<file path="config.mk">
export PLATFORM = sky130hd
export DESIGN_NAME = muldiv_unit
export DESIGN_NICKNAME = d
export VERILOG_FILES = /design/src/rtl/muldiv_unit.sv
export SDC_FILE = /design/constraint.sdc
export NUM_CORES = 1
export LEC_CHECK = 0
export BUFFER_PORTS_ARGS = -buffer_cell sky130_fd_sc_hd__buf_2
export CAP_MARGIN = 20
export CORE_AREA = 2 2 156 158
export CTS_BUF_LIST = sky130_fd_sc_hd__clkbuf_8
export DETAILED_ROUTE_END_ITERATION = 7
export DIE_AREA = 0 0 158 160
export PLACE_DENSITY = 0.83
export SETUP_SLACK_MARGIN = 0.02
export SLEW_MARGIN = 15
export SYNTH_ARGS = -nofsm -noshare
export SYNTH_HDL_FRONTEND = slang
export SYNTH_SLANG_ARGS = --single-unit
</file>
<file path="constraint.sdc">
create_clock -name clk -period 3.7 [get_ports clk]
set_input_delay 0.555 -clock clk [delete_from_list [all_inputs] [get_ports clk]]
set_output_delay 0.555 -clock clk [all_outputs]
set_load 0.01 [all_outputs]
</file>
<file path="src/rtl/muldiv_unit.sv">
// muldiv_unit: iterative integer multiply/divide unit holding the HI/LO pair.
//   One iteration per clock. Shift-add is used for MULTU/MULT and restoring
//   shift-subtract for DIVU/DIV. The operand signs are removed at launch and
//   put back in a single FIX cycle.
// Ports:
//   clk        rising-edge clock
//   rst        asynchronous active-low reset
//   start      launch request, accepted only when idle
//   op         00 MULTU, 01 MULT, 10 DIVU, 11 DIV
//   a, b       rs / rt operands (a is also the MTHI/MTLO data)
//   we_hi/lo   direct write of a into hi/lo, accepted only when idle
//   busy       operation in flight (wide+1 cycles)
//   done       one-cycle pulse after hi/lo receive a result
//   hi, lo     HI/LO architectural registers
module muldiv_unit #(
    parameter int unsigned wide = 32
) (
    input  logic            clk,
    input  logic            rst,
    input  logic            start,
    input  logic [1:0]      op,
    input  logic [wide-1:0] a,
    input  logic [wide-1:0] b,
    input  logic            we_hi,
    input  logic            we_lo,
    output logic            busy,
    output logic            done,
    output logic [wide-1:0] hi,
    output logic [wide-1:0] lo
);

    localparam int unsigned W     = wide;
    localparam int unsigned P_W   = 2 * wide;
    localparam int unsigned CNT_W = (wide > 1) ? $clog2(wide) : 1;
    localparam logic [CNT_W-1:0] CNT_LAST = CNT_W'(wide - 1);

    typedef enum logic [1:0] {
        IDLE = 2'd0,
        CALC = 2'd1,
        FIX  = 2'd2
    } state_t;

    state_t           state_q, state_d;
    logic [CNT_W-1:0] cnt_q, cnt_d;
    logic             busy_q, busy_d;
    logic             done_q, done_d;
    logic [W-1:0]     hi_q, hi_d;
    logic [W-1:0]     lo_q, lo_d;
    logic             is_div_q, is_div_d;
    logic             neg_a_q, neg_a_d;
    logic             neg_b_q, neg_b_d;
    logic [W-1:0]     opnd_q, opnd_d;
    logic [W-1:0]     acc_hi_q, acc_hi_d;
    logic [W-1:0]     acc_lo_q, acc_lo_d;

    // Operand magnitudes; only signed ops (op[0]) strip the sign.
    logic         a_neg_in, b_neg_in;
    logic [W-1:0] a_mag, b_mag;

    assign a_neg_in = op[0] & a[W-1];
    assign b_neg_in = op[0] & b[W-1];
    assign a_mag    = a_neg_in ? (~a + W'(1)) : a;
    assign b_mag    = b_neg_in ? (~b + W'(1)) : b;

    // Multiply step: conditional add of the multiplicand into the upper half.
    logic [W:0] mul_sum;
    assign mul_sum = {1'b0, acc_hi_q} + {1'b0, opnd_q};

    // Divide step: shift remainder:quotient left, subtract if it fits.
    // The subtraction is exact in W bits because the shifted remainder is
    // always below twice the divisor.
    logic [W:0]   div_sh;
    logic         div_ge;
    logic [W-1:0] div_sub;
    assign div_sh  = {acc_hi_q, acc_lo_q[W-1]};
    assign div_ge  = (div_sh >= {1'b0, opnd_q});
    assign div_sub = div_sh[W-1:0] - opnd_q;

    // Sign correction applied in FIX. A zero divisor leaves the quotient
    // as all ones, and the remainder path then reproduces a exactly.
    logic           neg_res;
    logic           div_zero;
    logic [P_W-1:0] prod, prod_fix;
    logic [W-1:0]   quo_fix, rem_fix;

    assign neg_res  = neg_a_q ^ neg_b_q;
    assign div_zero = (opnd_q == '0);
    assign prod     = {acc_hi_q, acc_lo_q};
    assign prod_fix = neg_res ? (~prod + P_W'(1)) : prod;
    assign quo_fix  = div_zero ? '1 : (neg_res ? (~acc_lo_q + W'(1)) : acc_lo_q);
    assign rem_fix  = neg_a_q ? (~acc_hi_q + W'(1)) : acc_hi_q;

    // State and datapath registers.
    always_ff @(posedge clk or negedge rst) begin
        if (!rst) begin
            state_q  <= IDLE;
            cnt_q    <= '0;
            busy_q   <= 1'b0;
            done_q   <= 1'b0;
            hi_q     <= '0;
            lo_q     <= '0;
            is_div_q <= 1'b0;
            neg_a_q  <= 1'b0;
            neg_b_q  <= 1'b0;
            opnd_q   <= '0;
            acc_hi_q <= '0;
            acc_lo_q <= '0;
        end else begin
            state_q  <= state_d;
            cnt_q    <= cnt_d;
            busy_q   <= busy_d;
            done_q   <= done_d;
            hi_q     <= hi_d;
            lo_q     <= lo_d;
            is_div_q <= is_div_d;
            neg_a_q  <= neg_a_d;
            neg_b_q  <= neg_b_d;
            opnd_q   <= opnd_d;
            acc_hi_q <= acc_hi_d;
            acc_lo_q <= acc_lo_d;
        end
    end

    // Next-state and datapath update.
    always_comb begin
        state_d  = state_q;
        cnt_d    = cnt_q;
        busy_d   = busy_q;
        done_d   = 1'b0;
        hi_d     = hi_q;
        lo_d     = lo_q;
        is_div_d = is_div_q;
        neg_a_d  = neg_a_q;
        neg_b_d  = neg_b_q;
        opnd_d   = opnd_q;
        acc_hi_d = acc_hi_q;
        acc_lo_d = acc_lo_q;

        case (state_q)
            IDLE: begin
                if (start) begin
                    // start wins over a same-cycle direct write
                    state_d  = CALC;
                    busy_d   = 1'b1;
                    cnt_d    = '0;
                    is_div_d = op[1];
                    neg_a_d  = a_neg_in;
                    neg_b_d  = b_neg_in;
                    opnd_d   = b_mag;
                    acc_hi_d = '0;
                    acc_lo_d = a_mag;
                end else begin
                    if (we_hi) begin
                        hi_d = a;
                    end
                    if (we_lo) begin
                        lo_d = a;
                    end
                end
            end

            CALC: begin
                cnt_d = cnt_q + CNT_W'(1);
                if (!is_div_q) begin
                    if (acc_lo_q[0]) begin
                        {acc_hi_d, acc_lo_d} = {mul_sum, acc_lo_q[W-1:1]};
                    end else begin
                        {acc_hi_d, acc_lo_d} = {1'b0, acc_hi_q, acc_lo_q[W-1:1]};
                    end
                end else begin
                    acc_hi_d = div_ge ? div_sub : div_sh[W-1:0];
                    acc_lo_d = {acc_lo_q[W-2:0], div_ge};
                end
                if (cnt_q == CNT_LAST) begin
                    state_d = FIX;
                    cnt_d   = '0;
                end
            end

            FIX: begin
                state_d = IDLE;
                busy_d  = 1'b0;
                done_d  = 1'b1;
                if (!is_div_q) begin
                    hi_d = prod_fix[P_W-1:W];
                    lo_d = prod_fix[W-1:0];
                end else begin
                    hi_d = rem_fix;
                    lo_d = quo_fix;
                end
            end

            default: begin
                state_d = IDLE;
                busy_d  = 1'b0;
            end
        endcase
    end

    assign busy = busy_q;
    assign done = done_q;
    assign hi   = hi_q;
    assign lo   = lo_q;

endmodule

</file>
Word level (Yosys, flattened, before mapping)
Cells that the tools add are included.
{ "word_totals": {"ff_bits": 172, "rom_bits": 0, "word_cells": 80, "latch_bits": 0, "output_inout_bits": 66, "n_memories": 0, "ramBits": 0, "input_bits": 71} }
{ "op_classes": {"n_addsub": 8, "n_lt_le_gt_ge": 1, "div_mod_pow": 0, "n_mul": 0, "shifts": 0, "n_eq_ne": 8, "n_reduce_logical": 10, "muxes": 32, "n_bitwise": 9} }
{ "ops": {"columns": ["operator", "count"], "rows": [
  ["two-way mux 32 bit", 18],
  ["one-hot mux 32 bit (2 select lines)", 4],
  ["adder 32 x 1 -> 32 bit, second input constant", 4],
  ["NOT 32 bit", 4],
  ["adder 64 x 1 -> 64 bit, second input constant", 1],
  ["two-way mux 64 bit", 1],
  ["NOT 64 bit", 1],
  ["adder 32 x 32 -> 33 bit", 1],
  ["greater-or-equal comparator 33 x 32 -> 1 bit", 1],
  ["logical NOT 32 bit", 1],
  ["subtractor 32 bit", 1],
  ["two-way mux 5 bit", 2],
  ["inequality test 2 bit, second input constant", 5],
  ["one-hot mux 5 bit (2 select lines)", 1],
  ["AND reduction 2 bit", 4],
  ["AND reduction 3 bit", 2],
  ["adder 5 x 1 -> 5 bit, second input constant", 1],
  ["== test 5 bit, second input constant", 1],
  ["two-way mux 2 bit", 2],
  ["one-hot mux 2 bit (2 select lines)", 1],
  ["nonzero test 2 bit", 2],
  ["bitwise AND 1 bit", 2],
  ["== test 2 x 1 -> 1 bit, second input constant", 1],
  ["== test 2 bit, second input constant", 1],
  ["5 further kinds", 6]
]} }

Depth between registers and ports, before layout
{ "depth": {"word_depth": 6, "ltp_mapped": 14} }

Least setup slack after synthesis
Ideal clock, no wire load.
{ "synth_path": {"path_type": "flip-flop to flip-flop", "startpoint": "register acc_lo_q[0]", "endpoint": "register lo_q[16] (netlist: lo[16])", "setup_slack_ns": 0.387, "arrival_ns": 3.187, "required_time_ns": 3.574, "period_less_slack_ns": 3.313, "n_path_buf": 2, "setup_ns": 0.126, "stages_incl_launch_ff": 12, "cell_sequence": "dfrtp_1 > buf_1 > inv_1 > clkbuf_1 > ha_1 > or4b_1 > or2_2 > or4_1 > o31ai_1 > xor2_1 > a21oi_1 > a221o_1"} }
{ "synth_between": {"elab_chain_len": 6} }
{ "synth_lines": {"columns": ["item", "line", "rtl"], "rows": [
  ["start, declared", "54", "logic [W-1:0] acc_lo_q, acc_lo_d;"],
  ["start signal, assigned", "120", "acc_lo_q <= acc_lo_d;"],
  ["NOT 32 bit", "90", "assign quo_fix = div_zero ? '1 : (neg_res ? (~acc_lo_q + W'(1)) : acc_lo_q);"],
  ["adder 32 x 1 -> 32 bit", "90", null],
  ["two-way mux 32 bit (2 in series)", "90", null],
  ["two-way mux 32 bit (*)", "184", "if (!is_div_q) begin"],
  ["one-hot mux 32 bit (2 select lines) (*)", "139", "case (state_q)"],
  ["end signal, assigned", "114", "lo_q <= lo_d;"],
  ["end, declared", "48", "logic [W-1:0] lo_q, lo_d;"]
]} }
Mark *: on every way between the ends. The rest lies on a longest branch, timed or not.
A chain may end at the register's enable or synchronous reset.

Worst setup path in the final report
{ "layout_path": {"startpoint": "register acc_hi_q[5]", "endpoint": "register acc_hi_q[23]"} }
{ "layout_between": {"elab_chain_len": 4} }
{ "layout_lines": {"columns": ["item", "line", "rtl"], "rows": [
  ["start, declared", "53", "logic [W-1:0] acc_hi_q, acc_hi_d;"],
  ["start signal, assigned", "119", "acc_hi_q <= acc_hi_d;"],
  ["adder 32 x 32 -> 33 bit (tied with other cells)", "67", "assign mul_sum = {1'b0, acc_hi_q} + {1'b0, opnd_q};"],
  ["two-way mux 32 bit, on equally long branches", "165, 171", null],
  ["two-way mux 32 bit (*)", "164", "if (!is_div_q) begin"],
  ["one-hot mux 32 bit (2 select lines) (*)", "139", null]
]} }
Marked as above.

==> results.toml <==
[route]
drt_iter0_markers = 1643
num_vias = 14799
wl_per_cell_um = 20.50
ant_nets = 0
firstDrtPassIters = 8
routed_wl_um = 46190
drc = 0
avgViaCountPerCell = 6.569

[worst_setup_path]
timing.rr.end = "acc_hi_q[23]"
crit_buf_inv = 1
cp_cell_sequence = "ha_1 > a21oi_1 > o211ai_1 > a21boi_0 > a211oi_2 > o21ai_0 > nand2_1 > buf_12 > mux2_2 > a22oi_1 > o21ai_0"
worstRegToRegCells = 11
cp_slowest_cell = "dfrtp_1"
reg2reg_slack_ps = 290
critPathLaunchType = "register"
worstPathArrival_ps = 3740
cpPeakStageDelay_ps = 510
path_class = "register to register"
critPathMaxFanout = 44
cp.required_ps = 4040
r2r_start = "acc_hi_q[5]"
critPathMostFrequentCell = "o21ai_0"
crit_family = "compound AO/OA/AOI/OAI gates"
cp-end-kind = "register"

[logic_synthesis]
yosysUniqueCellTypes = 74
syn_area_per_cell_um2 = 8.078
ys_async_sr_fraction = 1.000
syn_area_um2 = 14690
yosysSeqAreaShare = 0.2929
synthTopCellsByArea = "dfrtp_1, a21oi_1, ha_1"
synth_top_area_cell = "dfrtp_1"
syn_nets = 1962
yosysWarnings = 0
synth_edf_count = 0
netlist.area_leader.share = 0.2929
netlist_instances = 1819
ys.flop_type = "dfrtp_1"
ys_ff_latch = 172

[timing]
slew_viol_final = 0
fin_crit_ps = 3408
finalSetupViolCount = 0
finalSetupTns_ps = 0
timing_worst_slew_pin_value_ps = 866.4
relSlewSlack = 0.4224
skew_ps = 18.26
fmax_ghz = 0.2934
rsz0062_at_grt = "no"
fin_crit_sh = 0.9210
finalHoldViolations = 0

[clock_tree]
clock_sinks = 172
cts_hold_buffers = 0
clkTransAtPathRegs_ps = 110
cts_tree = "yes"
root_buffer = "clkbuf_8"
clkLatencyLatePin_ps = 480
cts_buffer_depth = 2
cts_made_buffers = 17
cts_max_level = 4

[finish]
postLayoutCellArea_um2 = 16180
insertedDiodeCount = 0
num-nets-final = 2060
final_cells = 2253
synthToLayoutAreaGrowth_pct = 10.14
layout-drive-gt1-share = 0.1384
final_core_util = 0.6794

[global_route]
grt_pass1_vias = 13838
antenna_found_initial = 0
grt_pass1_wl_um = 73190
gr-total-overflow = 0
grt_max_degree = 66
track_usage = 0.3648

[floorplan]
start_util = 0.6169
fp.dieW_um = 158
coreArea_um2 = 23820
io_pins = 137
rows = 57
die_y_um = 160
dieArea_um2 = 25280

[job]
drv_cap = 0

[power_and_ir_drop]
power_mw = 18.57
leakage_nw = 6.887
power.density_nw_per_um2 = 1148
peakVddDrop_mv = 0.6879

[placement]
dp_hpwl_um = 34560
io_buffers = 136
dp.cells = 2222
gp_congestion = 1.038
place_area_um2 = 15790

[worst_hold_path]
hold_class = "primary input to async pin"

[outcome]
outcome = "completed"
-- what timing repair did --
item | 4_1_cts | 5_1_grt
gates resized for setup | 0 | 1
buffers inserted | 0 | 0
endpoints found under the setup margin | 0 | 1
-- stage by stage --
stage	hold slack [ps]	setup slack [ps]
2_1_floorplan	259.4	387.4
3_3_place_gp	489.4	441.5
3_5_place_dp	491.3	326.1
4_1_cts	80.14	292.6
5_1_grt	89.02	69.45
6_report	44.87	292.2
-- cell usage after synthesis (34+ instances only) --
library cell / instances
a21oi_1: 187
dfrtp_1: 172
inv_1: 62
a221o_1: 34
xor2_1: 71
nor3_1: 47
ha_1: 70
xnor2_1: 94
o21ai_0: 173
clkbuf_1: 91
mux2i_1: 75
nor2_1: 123
nand2_1: 181
-- cell type report --
type | instances | area, µm²
multi-input combinational | 1472 | 9732
fill | 2030 | 7636
sequential | 172 | 4308
timing repair buffer | 191 | 1112
tap | 324 | 405.4
inverter | 63 | 236.5
clock buffer | 17 | 234.0
clock inverter | 14 | 156.4
-- report_power, final --
part           total, mW  internal (mW)  switching, mW
Combinational       13.2           5.46           7.72
Sequential          4.00           2.82           1.18
Clock               1.39          0.556          0.836
Total               18.6           8.84           9.73
-- cell families after synthesis --
logic type,count (synthesis),synth area share
XOR/XNOR,165,0.09835
buffers and inverters,175,0.04658
flip-flops,172,0.2929
adder cells (fa/ha/maj),72,0.06233
AO/OA/AOI/OAI,621,0.2664
multiplexers,92,0.06412
AND/OR/NAND/NOR,522,0.1693
-- how the worst max path moves through the flow --
stage                 from           end  slack (ps)  cells after the start
2_1_floorplan  acc_lo_q[0]        lo[16]         390                     11
3_3_place_gp   acc_hi_q[8]  acc_hi_q[23]         440                     11
3_5_place_dp   acc_hi_q[8]  acc_hi_q[23]         330                     11
4_1_cts        acc_hi_q[8]  acc_hi_q[23]         290                     11
5_1_grt        acc_hi_q[5]  acc_hi_q[23]          70                     11
6_report       acc_hi_q[5]  acc_hi_q[23]         290                     11
-- cells in the final DEF (no fill, tap or decap), drive strengths merged, types with 13 or more instances in the layout --
cell	netlist	routed
xor2	71	71
a211oi	28	28
nor2b	19	19
clkbuf	91	17
or3	25	25
nor2	125	125
buf	21	191
a21o	20	20
a221o	34	34
nand4	14	14
xnor2	94	94
inv	62	69
dfrtp	172	172
ha	70	70
o21ai	181	181
nor4	21	21
mux2i	75	75
nand2	181	181
o41ai	15	15
nand3	26	26
o31ai	24	24
o22ai	13	13
a31oi	26	26
nand2b	13	13
o211ai	29	29
a21oi	187	187
mux2	17	17
nor3	48	48
-- metal layers --
layer / GRT usage / routed length, µm / part of all wire
met5: 0 / 0 / 0
met4: 0.1527 / 2030 / 0.044
met3: 0.05753 / 4690 / 0.10
met2: 0.5767 / 20990 / 0.45
met1: 0.4971 / 18480 / 0.40
-- registers in the layout (all words and copies together) (netlist names), 2 cells and up --
name / count
acc_hi_q: 32
acc_lo_q: 32
cnt_q: 5
hi: 32
lo: 32
opnd_q: 32
state_q: 2
No activity file was read; power rests on OpenSTA's default activity.
